<file path="config.mk">
export PLATFORM = sky130hd
export DESIGN_NAME = float_multiplier_param
export DESIGN_NICKNAME = d
export VERILOG_FILES = /design/src/rtl/float_multiplier_param.sv
export SDC_FILE = /design/constraint.sdc
export NUM_CORES = 1
export LEC_CHECK = 0
export CAP_MARGIN = 20
export CORE_MARGIN = 10
export CORE_UTILIZATION = 40
export DETAILED_ROUTE_END_ITERATION = 12
export GPL_TIMING_DRIVEN = 1
export PLACE_DENSITY = 0.58
export SLEW_MARGIN = 20
export SYNTH_ARGS = -nofsm -noshare
export SYNTH_HDL_FRONTEND = slang
export SYNTH_SLANG_ARGS = --single-unit
</file>
<file path="constraint.sdc">
create_clock -name clock -period 4.15 [get_ports clock]
set_clock_uncertainty 0.2 [all_clocks]
set_input_delay 0.415 -clock clock [delete_from_list [all_inputs] [get_ports clock]]
set_output_delay 0.415 -clock clock [all_outputs]
set_load 0.03 [all_outputs]
</file>
<file path="src/rtl/float_multiplier_param.sv">
// ---------------------------------------------------------------------------
// float_multiplier_param
//
// Parametrised floating-point multiplier for words laid out as
// {sign, EXP_W exponent, MAN_W mantissa} with a hidden leading one.
// One operation is in flight at a time: IDLE -> MUL -> NORM -> ROUND -> DONE,
// so a result appears exactly three edges after the input handshake and
// stays on y until the consumer takes it.
//
// Result classes, in priority order:
//   - either operand exponent zero -> signed zero, no flags
//   - exponent underflow (e <= 0)  -> signed zero, unf=1
//   - exponent overflow            -> signed max finite magnitude, ovf=1
//   - otherwise                    -> normal packed result
// The all-ones exponent is an ordinary finite encoding (no inf/NaN).
//
// Compile-time option:
//   ROUND_NEAREST_EN  defined   : round-to-nearest-even on guard/round/sticky
//                     undefined : truncate toward zero (ROUND just packs)
//
// Ports:
//   clock      in   1  rising-edge clock
//   reset      in   1  asynchronous active-low reset
//   a, b       in   W  operands, sampled on in_valid & in_ready
//   in_valid   in   1  operands present
//   in_ready   out  1  high only in IDLE
//   y          out  W  product, held while out_valid is high
//   out_valid  out  1  y/ovf/unf valid
//   out_ready  in   1  consumer accepts y
//   ovf        out  1  result saturated to max finite magnitude
//   unf        out  1  result flushed to zero by exponent underflow
// ---------------------------------------------------------------------------
module float_multiplier_param #(
    parameter int EXP_W = 4,
    parameter int MAN_W = 3,
    parameter int BIAS  = (1 << (EXP_W - 1)) - 1
) (
    input  logic                       clock,
    input  logic                       reset,
    input  logic [EXP_W+MAN_W:0]       a,
    input  logic [EXP_W+MAN_W:0]       b,
    input  logic                       in_valid,
    output logic                       in_ready,
    output logic [EXP_W+MAN_W:0]       y,
    output logic                       out_valid,
    input  logic                       out_ready,
    output logic                       ovf,
    output logic                       unf
);

    localparam int W  = 1 + EXP_W + MAN_W;
    localparam int PW = 2 * MAN_W + 2;   // full product of two (MAN_W+1)-bit significands
    localparam int EW = EXP_W + 2;       // signed working exponent, room for under/overflow

    localparam logic signed [EW-1:0] BIAS_S = EW'(BIAS);
    localparam logic signed [EW-1:0] EZERO  = '0;
    localparam logic signed [EW-1:0] EONE   = EW'(1);
    localparam logic signed [EW-1:0] EMAX   = EW'((1 << EXP_W) - 1);

`ifdef ROUND_NEAREST_EN
    localparam bit RNE = 1'b1;
`else
    localparam bit RNE = 1'b0;
`endif

    typedef enum logic [2:0] {IDLE, MUL, NORM, ROUND, DONE} state_t;

    state_t                 state_q;
    logic                   in_ready_q;
    logic                   out_valid_q;
    logic [W-1:0]           y_q;
    logic                   ovf_q;
    logic                   unf_q;

    logic [W-1:0]           a_q;
    logic [W-1:0]           b_q;
    logic [PW-1:0]          prod_q;
    logic [PW-3:0]          frac_q;    // fraction bits below the hidden one after NORM
    logic                   sticky_q;  // bit lost by the normalising shift
    logic signed [EW-1:0]   exp_q;
    logic                   sign_q;
    logic                   zero_q;

    logic [PW-1:0]          ma_ext;
    logic [PW-1:0]          mb_ext;
    logic signed [EW-1:0]   ea_s;
    logic signed [EW-1:0]   eb_s;
    logic [MAN_W:0]         rnd;
    logic signed [EW-1:0]   exp_r;
    logic [W+1:0]           res;
    logic [W-1:0]           y_d;
    logic                   ovf_d;
    logic                   unf_d;

    // Returns {carry, mantissa}; carry set means the rounded mantissa wrapped to zero.
    function automatic logic [MAN_W:0] round_mant(input logic [PW-3:0] f, input logic st);
        logic [MAN_W-1:0] m;
        logic [MAN_W:0]   rest;
        logic             g;
        logic             s;
        logic             up;
        m    = f[PW-3:MAN_W];
        rest = {f[MAN_W-1:0], st};
        g    = rest[MAN_W];
        s    = |rest[MAN_W-1:0];
        up   = RNE & g & (s | m[0]);
        return {1'b0, m} + {{MAN_W{1'b0}}, up};
    endfunction

    // Returns {ovf, unf, y} after class selection and saturation/flush.
    function automatic logic [W+1:0] pack_result(input logic s, input logic z,
                                                 input logic signed [EW-1:0] e,
                                                 input logic [MAN_W-1:0] m);
        if (z)
            return {2'b00, s, {(W-1){1'b0}}};
        else if (e <= EZERO)
            return {2'b01, s, {(W-1){1'b0}}};
        else if (e > EMAX)
            return {2'b10, s, {(W-1){1'b1}}};
        return {2'b00, s, e[EXP_W-1:0], m};
    endfunction

    assign ma_ext = PW'({1'b1, a_q[MAN_W-1:0]});
    assign mb_ext = PW'({1'b1, b_q[MAN_W-1:0]});
    assign ea_s   = $signed(EW'(a_q[W-2:MAN_W]));
    assign eb_s   = $signed(EW'(b_q[W-2:MAN_W]));

    always_comb begin
        rnd   = round_mant(frac_q, sticky_q);
        exp_r = exp_q + $signed({{(EW-1){1'b0}}, rnd[MAN_W]});
        res   = pack_result(sign_q, zero_q, exp_r, rnd[MAN_W-1:0]);
        ovf_d = res[W+1];
        unf_d = res[W];
        y_d   = res[W-1:0];
    end

    // Datapath registers: only one operation is in flight, so each stage
    // overwrites the shared registers in the state that owns them.
    always_ff @(posedge clock) begin
        case (state_q)
            IDLE: begin
                if (in_valid) begin
                    a_q <= a;
                    b_q <= b;
                end
            end
            // MUL -> NORM
            MUL: begin
                prod_q <= ma_ext * mb_ext;
                exp_q  <= ea_s + eb_s - BIAS_S;
                sign_q <= a_q[W-1] ^ b_q[W-1];
                zero_q <= (a_q[W-2:MAN_W] == '0) || (b_q[W-2:MAN_W] == '0);
            end
            // NORM -> ROUND: product lies in [1,4), so at most one right shift
            NORM: begin
                if (prod_q[PW-1]) begin
                    frac_q   <= prod_q[PW-2:1];
                    sticky_q <= prod_q[0];
                    exp_q    <= exp_q + EONE;
                end else begin
                    frac_q   <= prod_q[PW-3:0];
                    sticky_q <= 1'b0;
                end
            end
            default: ;
        endcase
    end

    // Control FSM with registered handshake and result outputs.
    always_ff @(posedge clock or negedge reset) begin
        if (!reset) begin
            state_q     <= IDLE;
            in_ready_q  <= 1'b1;
            out_valid_q <= 1'b0;
            y_q         <= '0;
            ovf_q       <= 1'b0;
            unf_q       <= 1'b0;
        end else begin
            case (state_q)
                IDLE: begin
                    if (in_valid) begin
                        state_q    <= MUL;
                        in_ready_q <= 1'b0;
                    end
                end
                MUL:  state_q <= NORM;
                NORM: state_q <= ROUND;
                // ROUND -> DONE: result is latched once and held for the consumer
                ROUND: begin
                    state_q     <= DONE;
                    out_valid_q <= 1'b1;
                    y_q         <= y_d;
                    ovf_q       <= ovf_d;
                    unf_q       <= unf_d;
                end
                DONE: begin
                    if (out_ready) begin
                        state_q     <= IDLE;
                        out_valid_q <= 1'b0;
                        in_ready_q  <= 1'b1;
                    end
                end
                default: begin
                    state_q     <= IDLE;
                    in_ready_q  <= 1'b1;
                    out_valid_q <= 1'b0;
                end
            endcase
        end
    end

    assign in_ready  = in_ready_q;
    assign out_valid = out_valid_q;
    assign y         = y_q;
    assign ovf       = ovf_q;
    assign unf       = unf_q;

endmodule

</file>
# After elaboration in Yosys (flattened, before gate mapping)
# Cells that the tools add are included.
# W data, S select, Z words.
# classes
n_mux	18
multipliers	1
reduce_logical	12
order_cmp	2
n_eq_ne	7
n_addsub	3
bitwise_logic	3
# ops
operator	n
$mux W10	4
$pmux W3 S5	1
$mux W6	2
$pmux W6 S2	1
$logic_not A4 Y1	2
$mul A4 B4 Y8	1
$reduce_and A2 Y1	4
$add A6 B2 Y6 const B	1
$eq A3 B2 Y1 const B	2
$gt A6 B5 Y1 const B	1
$le A6 B1 Y1 const B	1
$mux W1	6
$mux W3	2
$ne A2 B2 Y1 const B	3
$pmux W1 S3	2
$reduce_or A3 Y1	2
$sub A5 B3 Y6 const B	1
$add A4 B4 Y5	1
$eq A3 B1 Y1 const B	1
$eq A3 B3 Y1 const B	1
$logic_not A3 Y1	1
$reduce_and A3 Y1	1
$not A1 Y1	2
$reduce_bool A2 Y1	1
other kinds (2)	2
# totals
in_bits	20
ff_bits	53

# Longest topological paths before layout
# Gate-level depths: netlist of run 1.
# logic_depth
word_depth	5
ltp_mapped	10

# Least setup slack after synthesis of run 1
# OpenSTA, ideal clock, no wires.
# synth_timing
path_type	register -> register
start	register state_q[1]
end	register a_q[0], enable pin
setup_time_ps	436
period_less_slack_ps	2934
arrival_time_ps	2298
path_stages_with_launch	3
slack_ps	1216
n_path_buf	1
cell_sequence	dfrtp_1 buf_2 nor4b_1
# synth_via
elab_chain_cells	2
# synth_rtl
item	line	rtl
from (decl)	68	state_t state_q;
from (signal assigned)	172	state_q <= IDLE;
from (signal assigned)	182	state_q <= MUL;
from (signal assigned)	186	MUL: state_q <= NORM;
$logic_not A3 Y1	140	case (state_q)
$reduce_and A2 Y1 (no source line)	n/a	
to (signal assigned)	143	a_q <= a;
to (decl)	75	logic [W-1:0] a_q;
# No other way between the ends.
# A chain may end at the register's enable or synchronous reset.

# Final worst setup path of run 1
# layout_timing
start	register b_q[2]
end	register prod_q[7], data pin
# layout_via
elab_chain_cells	1
# layout_rtl
item	line	rtl
from (decl)	76	logic [W-1:0] b_q;
from (signal assigned)	144	b_q <= b;
$mul A4 B4 Y8	149	prod_q <= ma_ext * mb_ext;
to (signal assigned)	149	
to (decl)	77	logic [PW-1:0] prod_q;
# No other way between the ends.

==> metrics, run 1 <==
status complete, no violations; # hold bufs at CTS 0; Starting Density roughly 42%; Die Y just under 100 µm; number of iterations in the first detailed-routing pass 4; Clock Tree Buf Depth 2; global-route usage over all layers under 10%; met2 wire len about 1800 µm; Worst Hold Slack around 290 ps; total core area approximately 0.0056 mm²; Clk pin slew, worst setup/hold paths about 90 ps; area delta synth->final 21.9%; highest metal used met4; crit-path max cell delay ~520 ps; CTS tree yes; DR WL/cell between 10 and 15 µm; Port Buf Inserts 31; Cells after Synth approximately 190; capture point of the worst path prod_q[7]$_DFFE_PP_; fin nets around 270; first-pass GRT wire length around 7000 µm; share of the synthesized area in the top cell type between 40% and 50%; dpl hpwl roughly 3200 µm; io pins 32; P per Cell Area ~740 mW/mm²; Ys Warns 0; Starting DRT DRC Count 78; Worst Reg-to-Reg Cells 8; initial antenna violation count 0; Yosys cell types 38; Stages on worst setup path 8; cts repair resizes 0; CP Buf/Inv Count 0; CTS H-tree lvls 2; DRC violations left 0; RR Endpoint prod_q[7]$_DFFE_PP_; register area share after synthesis between 50% and 60%; arrival time worst endpoint between 2000 and 3000 ps; Finish-stage setup viols 0; total die area 0.00936 mm²; Overflow after GRT 0; clock network latency to the later pin of the worst-skew pair 300 ps; total vias in the final route ~1400; total CTS buffers 5; Critical-path top delay cell fa_1; placement row count 27; vias in the first global route approximately 1500; max_cap viols 0; # Post-CTS Setup Buffers 0; CP max FO 4; most frequent CP cell fa_1; #FFs+latches synth 47; fin crit share ~75%; met3 WL ~350 µm; Fmax achieved 322 MHz; RSZ-0062 raised after global routing no; min Tclk post-route roughly 3100 ps; vias per std cell around 4.8; crit path launch b_q[2]$_DFFE_PP_; Yosys top cell by area edfxtp_1; Die Wd between 90 and 100 µm; largest net degree at the start of global routing 17; worst r2r src b_q[2]$_DFFE_PP_; CP endpoint kind flop; Setup TNS 0 ps; Reg2Reg Setup Slack about 1000 ps; layout cells sized above 1 9.78%; CP Data Required Time between 4000 and 5000 ps; clk sink count 47; Hold Fails Final Rpt 0; Design Power 2.12 mW; remaining antenna violation count 0; CP top delay family adder cells; Rel. slew slack approximately 56%; worst slew pin tran around 660 ps; root buffer cell clkbuf_8; Leak Pwr about 1.2 nW; WL met1 approximately 1700 µm; Syn Area/Cell between 10 and 15 µm²; routability congestion estimate between 0.8 and 0.9; Worst VDD drop ~0.29 mV; Syn Nets about 230; mapped cell area roughly 0.0024 mm²; HP Class flop to flop; diode count 0; WS Path Type flop to flop; fin. max-slew vios 0; ranking of synthesized cells by area edfxtp_1 41%, dfrtp_1 15%, ha_1 9.6%; Total Wirelength a little under 4000 µm; sequence of cells on the critical path and2_1, fa_1, fa_1, ha_1, nand4_1, o21ai_0, a31oi_1, xnor2_1; Worst setup SP type flop
==> synthesized netlist by cell type (all sizes together) <==
| master | count |
|---|---|
| nand4 | 1 |
| a22o | 1 |
| nor4b | 1 |
| nand2 | 18 |
| a31o | 1 |
| dfstp | 1 |
| nor2 | 15 |
| nor4 | 1 |
| a31oi | 1 |
| o41ai | 2 |
| nand3b | 3 |
| nor3b | 1 |
| nor3 | 1 |
| dfrtp | 14 |
| ha | 18 |
| a21o | 4 |
| nand2b | 2 |
| inv | 17 |
| a21oi | 7 |
| fa | 6 |
| and2 | 4 |
| nand3 | 3 |
| nand4b | 1 |
| buf | 3 |
| xnor2 | 7 |
| edfxtp | 32 |
| o21a | 1 |
| o21ai | 12 |
| or4 | 1 |
| mux2 | 4 |
| xor2 | 4 |
==> per-layer routing <==
layer	up-vias	track usage, %
met2	44	13.8
met5	-	0
met1	658	9.77
li1	724	-
met4	0	3.04
met3	6	4.54
==> where the power goes <==
group | switching, mW | internal [mW] | leakage [nW]
Clock | 0.150 | 0.171 | 0.0594
Combinational | 0.488 | 0.403 | 0.662
Sequential | 0.146 | 0.760 | 0.489
==> registers in the layout (all words and copies together), names as in the netlist <==
signal     count
prod_q         5
state_q        3
ovf            1
sign_q         1
exp_q          6
unf            1
in_ready       1
out_valid      1
a_q            8
y              8
b_q            8
frac_q         3
zero_q         1
==> how the worst min path moves through the flow <==
stage	slack (ps)	to	startpoint	depth (start not counted)
2_1_floorplan	-80	out_valid$_DFFE_PN0P_	reset	0
3_3_place_gp	270	ovf$_DFFE_PN0P_	ovf$_DFFE_PN0P_	2
3_5_place_dp	280	y[5]$_DFFE_PN0P_	y[5]$_DFFE_PN0P_	2
4_1_cts	300	y[5]$_DFFE_PN0P_	y[5]$_DFFE_PN0P_	2
5_1_grt	320	y[1]$_DFFE_PN0P_	y[1]$_DFFE_PN0P_	2
6_report	290	y[5]$_DFFE_PN0P_	y[5]$_DFFE_PN0P_	2
==> layout by cell type, fill, tap and decap left out, drive strengths merged, types with 2 or more instances in the layout <==
master / Yosys / layout
o21ai: 12 / 12
edfxtp: 32 / 32
nand2: 18 / 18
nand2b: 2 / 2
mux2: 4 / 4
clkdlybuf4s50: 0 / 31
nand3b: 3 / 3
nor2: 15 / 15
a21oi: 7 / 7
o41ai: 2 / 2
dfrtp: 14 / 14
nand3: 3 / 3
buf: 3 / 2
xnor2: 7 / 7
clkbuf: 0 / 7
and2: 4 / 4
fa: 6 / 6
inv: 17 / 17
xor2: 4 / 4
a21o: 4 / 4
ha: 18 / 18
==> cell type report <==
cell class,instances,area (µm²)
clock buffers,7,108
multi-input cells,120,943
fillers,516,2740
clock inverters,1,5.00
repair buffers,33,325
inverters,17,63.8
flip-flops and latches,47,1340
well taps,72,90.1
==> worst min-delay path, stage by stage, from the launching register on <==
cell	delay (ps)
dfrtp_1	350
nand2_1	50
o21ai_1	60
==> metrics by stage <==
stage	cell area (µm²)	worst slack [ps]	cells	util (%)
5_1_grt	2870	878	297	51.2
3_3_place_gp	2760	1170	289	49.2
6_report	2870	1040	297	51.2
2_1_floorplan	2360	1220	187	-
4_1_cts	2870	1030	297	51.2
3_5_place_dp	2760	1030	289	49.2
==> kinds of logic after synthesis <==
group | share of synthesized area, %
compound gates | 7.38
buf+inv | 3.45
xor+xnor | 4.09
flops | 56.8
fa+ha+maj | 14.7
mux | 1.91
simple gates | 11.7
(Power assumes the default switching activity.)
==> run 2: changes to the inputs <==
==> constraint.sdc (replaced) <==
create_clock -name clock -period 3.25 [get_ports clock]
set_clock_uncertainty 0.2 [all_clocks]
set_input_delay 0.325 -clock clock [delete_from_list [all_inputs] [get_ports clock]]
set_output_delay 0.325 -clock clock [all_outputs]
set_load 0.03 [all_outputs]
==> metrics, run 2 (synthesis gave the netlist of run 1 again) <==
status complete, no violations (unchanged); initial antenna violation count 0 (unchanged); root buffer cell clkbuf_8 (unchanged); vias per std cell 4.77 (was 4.82); total vias in the final route 1417 (was 1432); Finish-stage setup viols 0 (unchanged); Design Power 2.70 mW (was 2.12 mW); CP Data Required Time 3100 ps (was 4010 ps); Rel. slew slack 56.8% (was 56.1%); Overflow after GRT 0 (unchanged); post-place setup slack 154 ps (was 1030 ps); sequence of cells on the critical path and2_1, fa_1, fa_1, ha_1, nand4_1, o21ai_0, a31oi_1, xnor2_1 (unchanged); placement row count 27 (unchanged); Net Sw Frac 36.8% (was 37.0%); Fill cells 506 (was 516); CTS H-tree lvls 2 (unchanged); most common cell after layout, fill and taps aside edfxtp_1 (unchanged); most frequent CP cell fa_1 (unchanged); Worst Reg-to-Reg Cells 8 (unchanged); Starting Density 42.0% (unchanged); layout cells sized above 1 9.78% (unchanged); first-pass GRT wire length 6930 µm (was 6980 µm); DR WL/cell 13.1 µm (was 13.2 µm); worst slew pin tran 646 ps (was 656 ps); worst r2r src b_q[2]$_DFFE_PP_ (unchanged); clk sink count 47 (unchanged); capture point of the worst path prod_q[7]$_DFFE_PP_ (unchanged); dpl hpwl 3130 µm (was 3180 µm); sequential share of power 43.0% (was 42.8%); Hold Fails Final Rpt 0 (unchanged); total CTS buffers 5 (unchanged); CP max FO 4 (unchanged); P per Cell Area 938 mW/mm² (was 737 mW/mm²); Worst setup SP type flop (unchanged); # Post-CTS Setup Buffers 0 (unchanged); max_cap viols 0 (unchanged); WS Path Type flop to flop (unchanged); clock network latency to the later pin of the worst-skew pair 290 ps (was 300 ps); Die Wd 96.7 µm (unchanged); total die area 0.00936 mm² (unchanged); crit-path max cell delay 530 ps (was 520 ps); number of iterations in the first detailed-routing pass 4 (unchanged); Logic pwr share 42.2% (was 42.1%); CP endpoint kind flop (unchanged); diode count 0 (unchanged); global-route usage over all layers 8.48% (was 8.71%); RR Endpoint prod_q[7]$_DFFE_PP_ (unchanged); cts repair resizes 0 (unchanged); RSZ-0062 raised after global routing no (unchanged); Fmax achieved 327 MHz (was 322 MHz); total net switching power 993 µW (was 785 µW); Total Wirelength 3890 µm (was 3920 µm); Port Buf Inserts 31 (unchanged); Setup TNS 0 ps (unchanged); fin. max-slew vios 0 (unchanged); largest net degree at the start of global routing 17 (unchanged); Starting DRT DRC Count 86 (was 78); io pins 32 (unchanged); Clock Tree Buf Depth 2 (unchanged); crit path launch b_q[2]$_DFFE_PP_ (unchanged); HP Class input port to async pin (was flop to flop); total core area 0.00561 mm² (unchanged); routability congestion estimate 0.851 (was 0.850); Reg2Reg Setup Slack 200 ps (was 1040 ps); Worst VDD drop 0.342 mV (was 0.290 mV); # hold bufs at CTS 0 (unchanged); Leak Pwr 1.21 nW (unchanged); commonest cells after routing, fill and taps aside 32 x edfxtp_1, 31 x clkdlybuf4s50_1, 18 x ha_1, 17 x nand2_1, 16 x inv_1 (unchanged); Clk pin slew, worst setup/hold paths 80 ps (was 90 ps); Critical-path top delay cell fa_1 (unchanged); fin crit share 94.0% (was 74.8%); remaining antenna violation count 0 (unchanged); Worst Setup Slack, final 196 ps (was 1040 ps); area delta synth->final 21.9% (unchanged); Die Y 96.7 µm (unchanged); vias in the first global route 1516 (was 1533); arrival time worst endpoint 2900 ps (was 2960 ps); fin nets 268 (unchanged); Cell Int Power 1.70 mW (was 1.33 mW); power share of the clock group 14.9% (was 15.1%); min Tclk post-route 3050 ps (was 3110 ps); CTS tree yes (unchanged); DRC violations left 0 (unchanged)
## run 2: cell counts in the layout (fill, tap and decap cells not counted)
No cell type changed its count.
## run 2: critical path: cells and delay by family, from the launching register on
kind,cells,cell delay (ps)
DFF,1,450
and+or+nand+nor,2,270
AOI/OAI and AO/OA,2,430
adders and majority gates,3,1330
xor gates and xnor gates,1,130
## run 2: routing by layer
metal	vias to the layer above	GRT usage, %	wire (µm)
li1	723	-	-
met1	650	10.3	1710
met2	39	13.1	1850
met3	5	3.48	285
met4	0	3.04	46
met5	-	0	0
## run 2: how the worst min path moves through the flow
stage,startpoint,endpoint,slack (ps),cells after the start
6_report,reset,out_valid$_DFFE_PN0P_,230,1
3_5_place_dp,sign_q$_DFFE_PP_,y[7]$_DFFE_PN0P_,270,1
2_1_floorplan,reset,out_valid$_DFFE_PN0P_,-170,0
5_1_grt,reset,y[4]$_DFFE_PN0P_,290,1
4_1_cts,reset,out_valid$_DFFE_PN0P_,240,1
3_3_place_gp,ovf$_DFFE_PN0P_,ovf$_DFFE_PN0P_,270,2
## run 2: layout make-up
class                      instances  area (µm²)  area share [%]
clock buffer                       7         108            3.75
clock inverter                     1        5.00           0.174
inverter                          17        63.8            2.22
multi-input combinational        120         943            32.8
sequential                        47        1340            46.6
tap                               72        90.1            3.14
timing repair buffer              33         325            11.3
## run 2: power groups by stage
stage | clock network [mW] | registers (mW) | logic [mW]
floorplan | 0 | 1.23 | 0.737
global placement | 0 | 1.16 | 1.12
detailed placement | 0 | 1.18 | 1.15
CTS | 0.420 | 1.16 | 1.16
global route | 0.443 | 1.20 | 1.28
finish | 0.401 | 1.16 | 1.14
## run 2: per-stage QoR
| step | hold WS, ps | utilization (%) | area [µm²] | cells |
|---|---|---|---|---|
| after floorplan | -171 | - | 2360 | 187 |
| after global placement | 267 | 49.2 | 2760 | 289 |
| after detailed placement | 274 | 49.2 | 2760 | 289 |
| after CTS | 243 | 51.2 | 2870 | 297 |
| after global routing | 294 | 51.2 | 2870 | 297 |
| final | 230 | 51.2 | 2870 | 297 |
==> run 3: changes to the inputs <==
--- a/config.mk
+++ b/config.mk
@@ -9,7 +9,6 @@
 export CORE_MARGIN = 10
 export CORE_UTILIZATION = 40
 export DETAILED_ROUTE_END_ITERATION = 12
-export GPL_TIMING_DRIVEN = 1
 export PLACE_DENSITY = 0.58
 export SLEW_MARGIN = 20
 export SYNTH_ARGS = -nofsm -noshare
==> results of run 3 <==
No change in the layout: final DEF, timing and power equal those of run 2.
